===== src/rtl/reg_alu_pipe.sv =====
// Register file + 8-op ALU with one execute/writeback stage, operand forwarding and
// carry/zero/negative flag registers. Reset is synchronous and active-high.
module reg_alu_pipe #(
   parameter int unsigned WIDTH = 16,
   parameter int unsigned NREGS = 8,
   localparam int unsigned AW = $clog2(NREGS)
) (
   input  logic             clk,
   input  logic             reset,
   input  logic             wr,
   input  logic             sel,
   input  logic [2:0]       op,
   input  logic [AW-1:0]    rd_addr_a,
   input  logic [AW-1:0]    rd_addr_b,
   input  logic [AW-1:0]    wr_addr,
   input  logic [WIDTH-1:0] d_in,
   output logic [WIDTH-1:0] d_out_a,
   output logic [WIDTH-1:0] d_out_b,
   output logic             cout,
   output logic             zero,
   output logic             neg
);

   typedef enum logic [2:0] {
      OpAdd = 3'b000,
      OpSub = 3'b001,
      OpAnd = 3'b010,
      OpOr  = 3'b011,
      OpXor = 3'b100,
      OpAdc = 3'b101,
      OpShl = 3'b110,
      OpShr = 3'b111
   } op_e;

   logic [WIDTH-1:0] rf_q [NREGS];

   logic             stg_valid_q, stg_valid_d;
   logic             stg_sel_q, stg_sel_d;
   logic [AW-1:0]    stg_addr_q, stg_addr_d;
   logic [WIDTH-1:0] stg_data_q, stg_data_d;
   logic             stg_c_q, stg_c_d;
   logic             stg_z_q, stg_z_d;
   logic             stg_n_q, stg_n_d;

   logic             cout_q, zero_q, neg_q;

   logic [WIDTH:0]   sum;
   logic [WIDTH-1:0] alu_res;
   logic             alu_c;
   logic             cf;

   // The stage holds the youngest write, so it overrides the file on an address match.
   always_comb begin
      d_out_a = rf_q[rd_addr_a];
      d_out_b = rf_q[rd_addr_b];
      if (stg_valid_q && (stg_addr_q == rd_addr_a)) d_out_a = stg_data_q;
      if (stg_valid_q && (stg_addr_q == rd_addr_b)) d_out_b = stg_data_q;
   end

   assign cf = (stg_valid_q && stg_sel_q) ? stg_c_q : cout_q;

   always_comb begin
      sum     = '0;
      alu_res = '0;
      alu_c   = 1'b0;
      case (op_e'(op))
         OpAdd: begin
            sum     = {1'b0, d_out_a} + {1'b0, d_out_b};
            alu_res = sum[WIDTH-1:0];
            alu_c   = sum[WIDTH];
         end
         OpSub: begin
            // The extra MSB of the difference is the borrow (A < B unsigned).
            sum     = {1'b0, d_out_a} - {1'b0, d_out_b};
            alu_res = sum[WIDTH-1:0];
            alu_c   = sum[WIDTH];
         end
         OpAnd: alu_res = d_out_a & d_out_b;
         OpOr:  alu_res = d_out_a | d_out_b;
         OpXor: alu_res = d_out_a ^ d_out_b;
         OpAdc: begin
            sum     = {1'b0, d_out_a} + {1'b0, d_out_b} + {{WIDTH{1'b0}}, cf};
            alu_res = sum[WIDTH-1:0];
            alu_c   = sum[WIDTH];
         end
         OpShl: begin
            alu_res = {d_out_a[WIDTH-2:0], 1'b0};
            alu_c   = d_out_a[WIDTH-1];
         end
         OpShr: begin
            alu_res = {1'b0, d_out_a[WIDTH-1:1]};
            alu_c   = d_out_a[0];
         end
         default: ;
      endcase
   end

   always_comb begin
      stg_valid_d = wr;
      stg_sel_d   = sel;
      stg_addr_d  = wr_addr;
      stg_data_d  = sel ? alu_res : d_in;
      stg_c_d     = alu_c;
      stg_z_d     = (alu_res == '0);
      stg_n_d     = alu_res[WIDTH-1];
   end

   always_ff @(posedge clk) begin
      if (reset) begin
         for (int unsigned i = 0; i < NREGS; i++) begin
            rf_q[i] <= '0;
         end
         stg_valid_q <= 1'b0;
         stg_sel_q   <= 1'b0;
         stg_addr_q  <= '0;
         stg_data_q  <= '0;
         stg_c_q     <= 1'b0;
         stg_z_q     <= 1'b0;
         stg_n_q     <= 1'b0;
         cout_q      <= 1'b0;
         zero_q      <= 1'b0;
         neg_q       <= 1'b0;
      end else begin
         stg_valid_q <= stg_valid_d;
         stg_sel_q   <= stg_sel_d;
         stg_addr_q  <= stg_addr_d;
         stg_data_q  <= stg_data_d;
         stg_c_q     <= stg_c_d;
         stg_z_q     <= stg_z_d;
         stg_n_q     <= stg_n_d;
         if (stg_valid_q) begin
            rf_q[stg_addr_q] <= stg_data_q;
            // External loads leave the flags untouched.
            if (stg_sel_q) begin
               cout_q <= stg_c_q;
               zero_q <= stg_z_q;
               neg_q  <= stg_n_q;
            end
         end
      end
   end

   assign cout = cout_q;
   assign zero = zero_q;
   assign neg  = neg_q;

endmodule


===== config.mk =====
export PLATFORM = sky130hd
export DESIGN_NAME = reg_alu_pipe
export DESIGN_NICKNAME = d
export VERILOG_FILES = /design/src/rtl/reg_alu_pipe.sv
export SDC_FILE = /design/constraint.sdc
export NUM_CORES = 1
export LEC_CHECK = 0
export ABC_AREA = 1
export CAP_MARGIN = 15
export CORE_UTILIZATION = 35
export DETAILED_ROUTE_END_ITERATION = 16
export PLACE_DENSITY_LB_ADDON = 0.12
export SLEW_MARGIN = 40
export SYNTH_ARGS = -nofsm -noshare
export SYNTH_HDL_FRONTEND = slang
export SYNTH_SLANG_ARGS = --single-unit

===== constraint.sdc =====
create_clock -name clk -period 3.7 [get_ports clk]
set_input_delay 0.74 -clock clk [delete_from_list [all_inputs] [get_ports clk]]
set_output_delay 0.74 -clock clk [all_outputs]
set_load 0.005 [all_outputs]

==> flow_metrics.py <==
metrics = {
    "status": {
        "status": "finished with violations",
        "violations": "setup timing",
    },
    "sta": {
        "whs_ns": 0.488,
        "rsz0062_at_grt": "yes",
        "slew_viol_final": 0,
        "setup_viol": 4,
        "min_period_over_period_pct": 102,
        "relSlewSlack_pct": 46.2,
        "tightest_slew_ns": 0.805,
        "final-hold-violation-count": 0,
        "post-route-min-period_ns": 3.78,
        "fin_setup_tns_ns": -0.200,
        "layout_setup_ws_ns": -0.0833,
        "skew_ns": 0.00667,
        "fmax_mhz": 264,
    },
    "critical_path": {
        "arrival_ns": 4.12,
        "crit_chain": "buf_12 > buf_12 > buf_12 > o2111ai_4 > buf_6 > o311ai_4 > o21ai_4 > inv_2 > ha_4 > fa_2 > ha_4 > inv_2 > nor2_4 > nand3_2 > nor2_4 > nand2_4 > nor2_4 > nand3_1 > o21ai_1 > nand3_1 > nand3_1 > nand2_1 > nand3_1 > nor2_1",
        "reg2reg_to": "stg_z_q",
        "end_kind": "register",
        "startpoint_type": "input port",
        "r2r_setup_slack_ns": 0.08,
        "reg2regPathDepth": 23,
        "reg2reg_from": "stg_addr_q[1]",
        "path_class": "input port to register",
        "cp_max_fo": 7,
        "crit_required_ns": 4.04,
        "cp_common_cell": "nand3_1",
        "max_stage_delay_ns": 0.58,
        "slowest_stage": "fa_2",
    },
    "cells_and_area": {
        "diodes": 0,
        "register_area_sq_mm": 0.00439,
        "multi_input_comb_area_sq_mm": 0.00718,
        "fin_nets": 2003,
        "area_delta_synth_final_pct": 47.8,
        "drive_gt1_share_pct": 32.7,
        "nFillCells": 3029,
    },
    "run": {
        "max_cap_viol_count": 0,
    },
    "floorplan": {
        "ios": 67,
        "num_rows": 65,
        "start_util_pct": 35.8,
        "core-area_sq_mm": 0.0318,
        "dieWidth_microns": 182,
        "dieArea_sq_mm": 0.0333,
        "die_h_microns": 182,
    },
    "synthesis": {
        "synth_area_leaders": "edfxtp_1, nand2_1, nor2_1",
        "syn_nets": 1683,
        "synth.avg_cell_area_sq_um": 7.13,
        "ys.warnings.count": 0,
        "synth_area_sq_mm": 0.0114,
        "yosysTopAreaCell": "edfxtp_1",
        "ys_ff_latch": 155,
        "synth-edff-count": 128,
        "syn-instance-count": 1599,
        "yosysTopAreaCellShare_pct": 33.7,
        "async_flop_share_pct": 0,
        "ys_seq_area_share_pct": 38.5,
        "netlist-cell-type-count": 48,
        "yosys_most_used_dff": "edfxtp_1",
    },
    "power": {
        "switching_power_w": 0.00245,
        "peakVddDrop_mv": 0.353,
        "combPwrFrac_pct": 43.6,
        "power_frac_clock_pct": 26.4,
        "p_sw_share_pct": 36.4,
        "seqPwrFrac_pct": 30.0,
        "powerDensity_mw_per_mm2": 399,
        "internal-power_w": 0.00428,
        "power_leakage_nw": 7.25,
        "finalPower_w": 0.00673,
    },
    "place": {
        "hpwl_mm": 32.7,
        "place_congestion": 0.950,
        "port_buffers": 66,
    },
    "min_path": {
        "hold_class": "register to register",
        "hold_start": "stg_n_q",
        "holdPathEnd": "neg",
        "holdPathStages": 2,
    },
    "route": {
        "wire_per_inst_microns": 19.1,
        "wirelength_mm": 45.1,
        "drc": 0,
        "drtIter0Drc": 947,
        "drt.antenna.violating_nets": 0,
        "routed_via_density": 5.19,
        "dr_total_vias": 12273,
        "first_pass_iters": 5,
    },
    "grt": {
        "grt_pass1_wl_mm": 67.7,
        "grt-ovfl-total": 0,
        "grt_max_degree": 53,
        "antenna_found_initial": 0,
        "grtUsageTotal_pct": 26.8,
        "grt_pass1_vias": 11627,
    },
    "clocking": {
        "hold_buffers": 0,
        "clk_latency_ns": 0.44,
        "htreeDepth": 4,
        "cts_tree": "yes",
        "cts_made_buffers": 17,
        "clk_pin_slew_ns": 0.07,
        "clockBufferDepth": 2,
        "cts-root-buf": "clkbuf_16",
        "cts_sinks": 155,
    },
}
-- synth_stat cells, types with 3 or more instances --
library cell,number
ha_1,50
o2111ai_1,4
buf_4,5
a21oi_1,126
nor2_1,257
o211ai_1,26
buf_2,22
o21bai_1,5
or2_2,3
a31oi_1,5
buf_6,7
inv_1,163
nand3_2,7
clkinv_1,8
xor2_1,3
clkbuf_1,45
o21ai_0,146
nand2_1,320
nor2_2,13
o21ai_1,10
nand3_1,122
nor3_1,6
o22ai_1,7
dfxtp_1,27
inv_2,19
nand2_2,17
a211oi_1,5
o311ai_0,14
edfxtp_1,128
nand4_1,5
-- cells in the final DEF (no fill, tap or decap), types with 6 or more instances in the layout --
cell / n
buf_6: 21
a21oi_2: 22
nand3_1: 100
o22ai_1: 6
o21ai_0: 115
o311ai_2: 7
ha_4: 21
nor2_2: 16
o21ai_4: 13
o21ai_1: 20
edfxtp_1: 128
buf_4: 273
o311ai_4: 6
o21ai_2: 9
ha_1: 24
nor2_1: 238
clkinv_1: 6
o211ai_1: 26
dfxtp_1: 26
nand3_2: 27
inv_2: 35
nand2_4: 10
clkdlybuf4s50_1: 58
nor2_4: 17
nand2_2: 54
nand2_1: 273
a21oi_1: 101
buf_12: 14
clkbuf_16: 20
inv_1: 142
-- state kept, by name (all words and copies together), names as in the netlist --
register / cells
stg_addr_q: 3
neg: 1
zero: 1
cout: 1
rf_q: 128
stg_valid_q: 1
stg_sel_q: 1
stg_c_q: 1
stg_n_q: 1
stg_data_q: 16
stg_z_q: 1
-- how the worst max path moves through the flow --
stage	start	to	slack [ns]	cells past startpoint
after floorplan	rd_addr_b[1]	stg_c_q	-0.007	23
after global placement	rd_addr_b[1]	stg_z_q	-1.34	23
after detailed placement	rd_addr_b[1]	stg_z_q	-1.29	23
after CTS	rd_addr_b[0]	stg_z_q	-0.10	26
after global routing	rd_addr_b[2]	stg_z_q	-0.28	29
final	rd_addr_b[0]	stg_z_q	-0.08	24
-- area by class of cell --
type	instances	share of cell area, %
inverters	191	4.42
multi-input cells	1172	42.6
clock inverters	15	0.966
well taps	435	3.23
flip-flops and latches	155	26.0
repair buffers	382	20.2
clock buffers	17	2.53
-- kinds of logic (layout without fill, tap and decap cells) --
| group | Yosys count | in the layout | share of synthesized area (%) |
|---|---|---|---|
| fa+ha+maj | 52 | 52 | 5.84 |
| buf+inv | 272 | 605 | 9.85 |
| compound gates | 356 | 356 | 17.5 |
| flops | 155 | 155 | 38.5 |
| simple gates | 759 | 759 | 28.0 |
| xor+xnor | 5 | 5 | 0.384 |
-- layer usage --
layer	share of wire [%]	track usage [%]	vias up
li1	-	-	5960
met1	44	36.1	5821
met2	48	45.1	432
met3	5.7	2.73	60
met4	2.3	8.84	0
met5	0	0	-
-- worst max-delay path, delay by kind of cell --
| family | cells | cell delay, ns |
|---|---|---|
| adder cells (fa/ha/maj) | 3 | 0.89 |
| AO/OA/AOI/OAI | 4 | 0.64 |
| AND/OR/NAND/NOR | 11 | 1.16 |
| buffers and inverters | 6 | 0.67 |
-- power by group through the flow --
stage	Sequential, W	Combinational [W]	Clock (W)
after global placement	0.00204	0.00227	0
final	0.00202	0.00293	0.00178
after floorplan	0.00203	0.00117	0
after CTS	0.00201	0.00258	0.00179
after global routing	0.00203	0.00316	0.00186
after detailed placement	0.00204	0.00228	0
-- per-stage QoR --
stage               worst slack, ns  instance area, sq um  util, %  cells
CTS                          -0.104                 15800     49.7   2341
detailed placement            -1.29                 14300     45.0   2283
global route                 -0.284                 16800     53.0   2367
finish                      -0.0833                 16800     53.0   2367
floorplan                  -0.00748                 11400        -   1599
global placement              -1.34                 14300     45.0   2283
-- what timing repair did --
| item | in CTS | in global routing |
|---|---|---|
| gates cloned | 4 | 3 |
| pin swaps | 51 | 97 |
| resized for setup | 195 | 183 |
| setup endpoints to repair | 48 | 25 |
| buffers inserted | 24 | 29 |
Note: power is estimated with default switching activity, not from simulation.
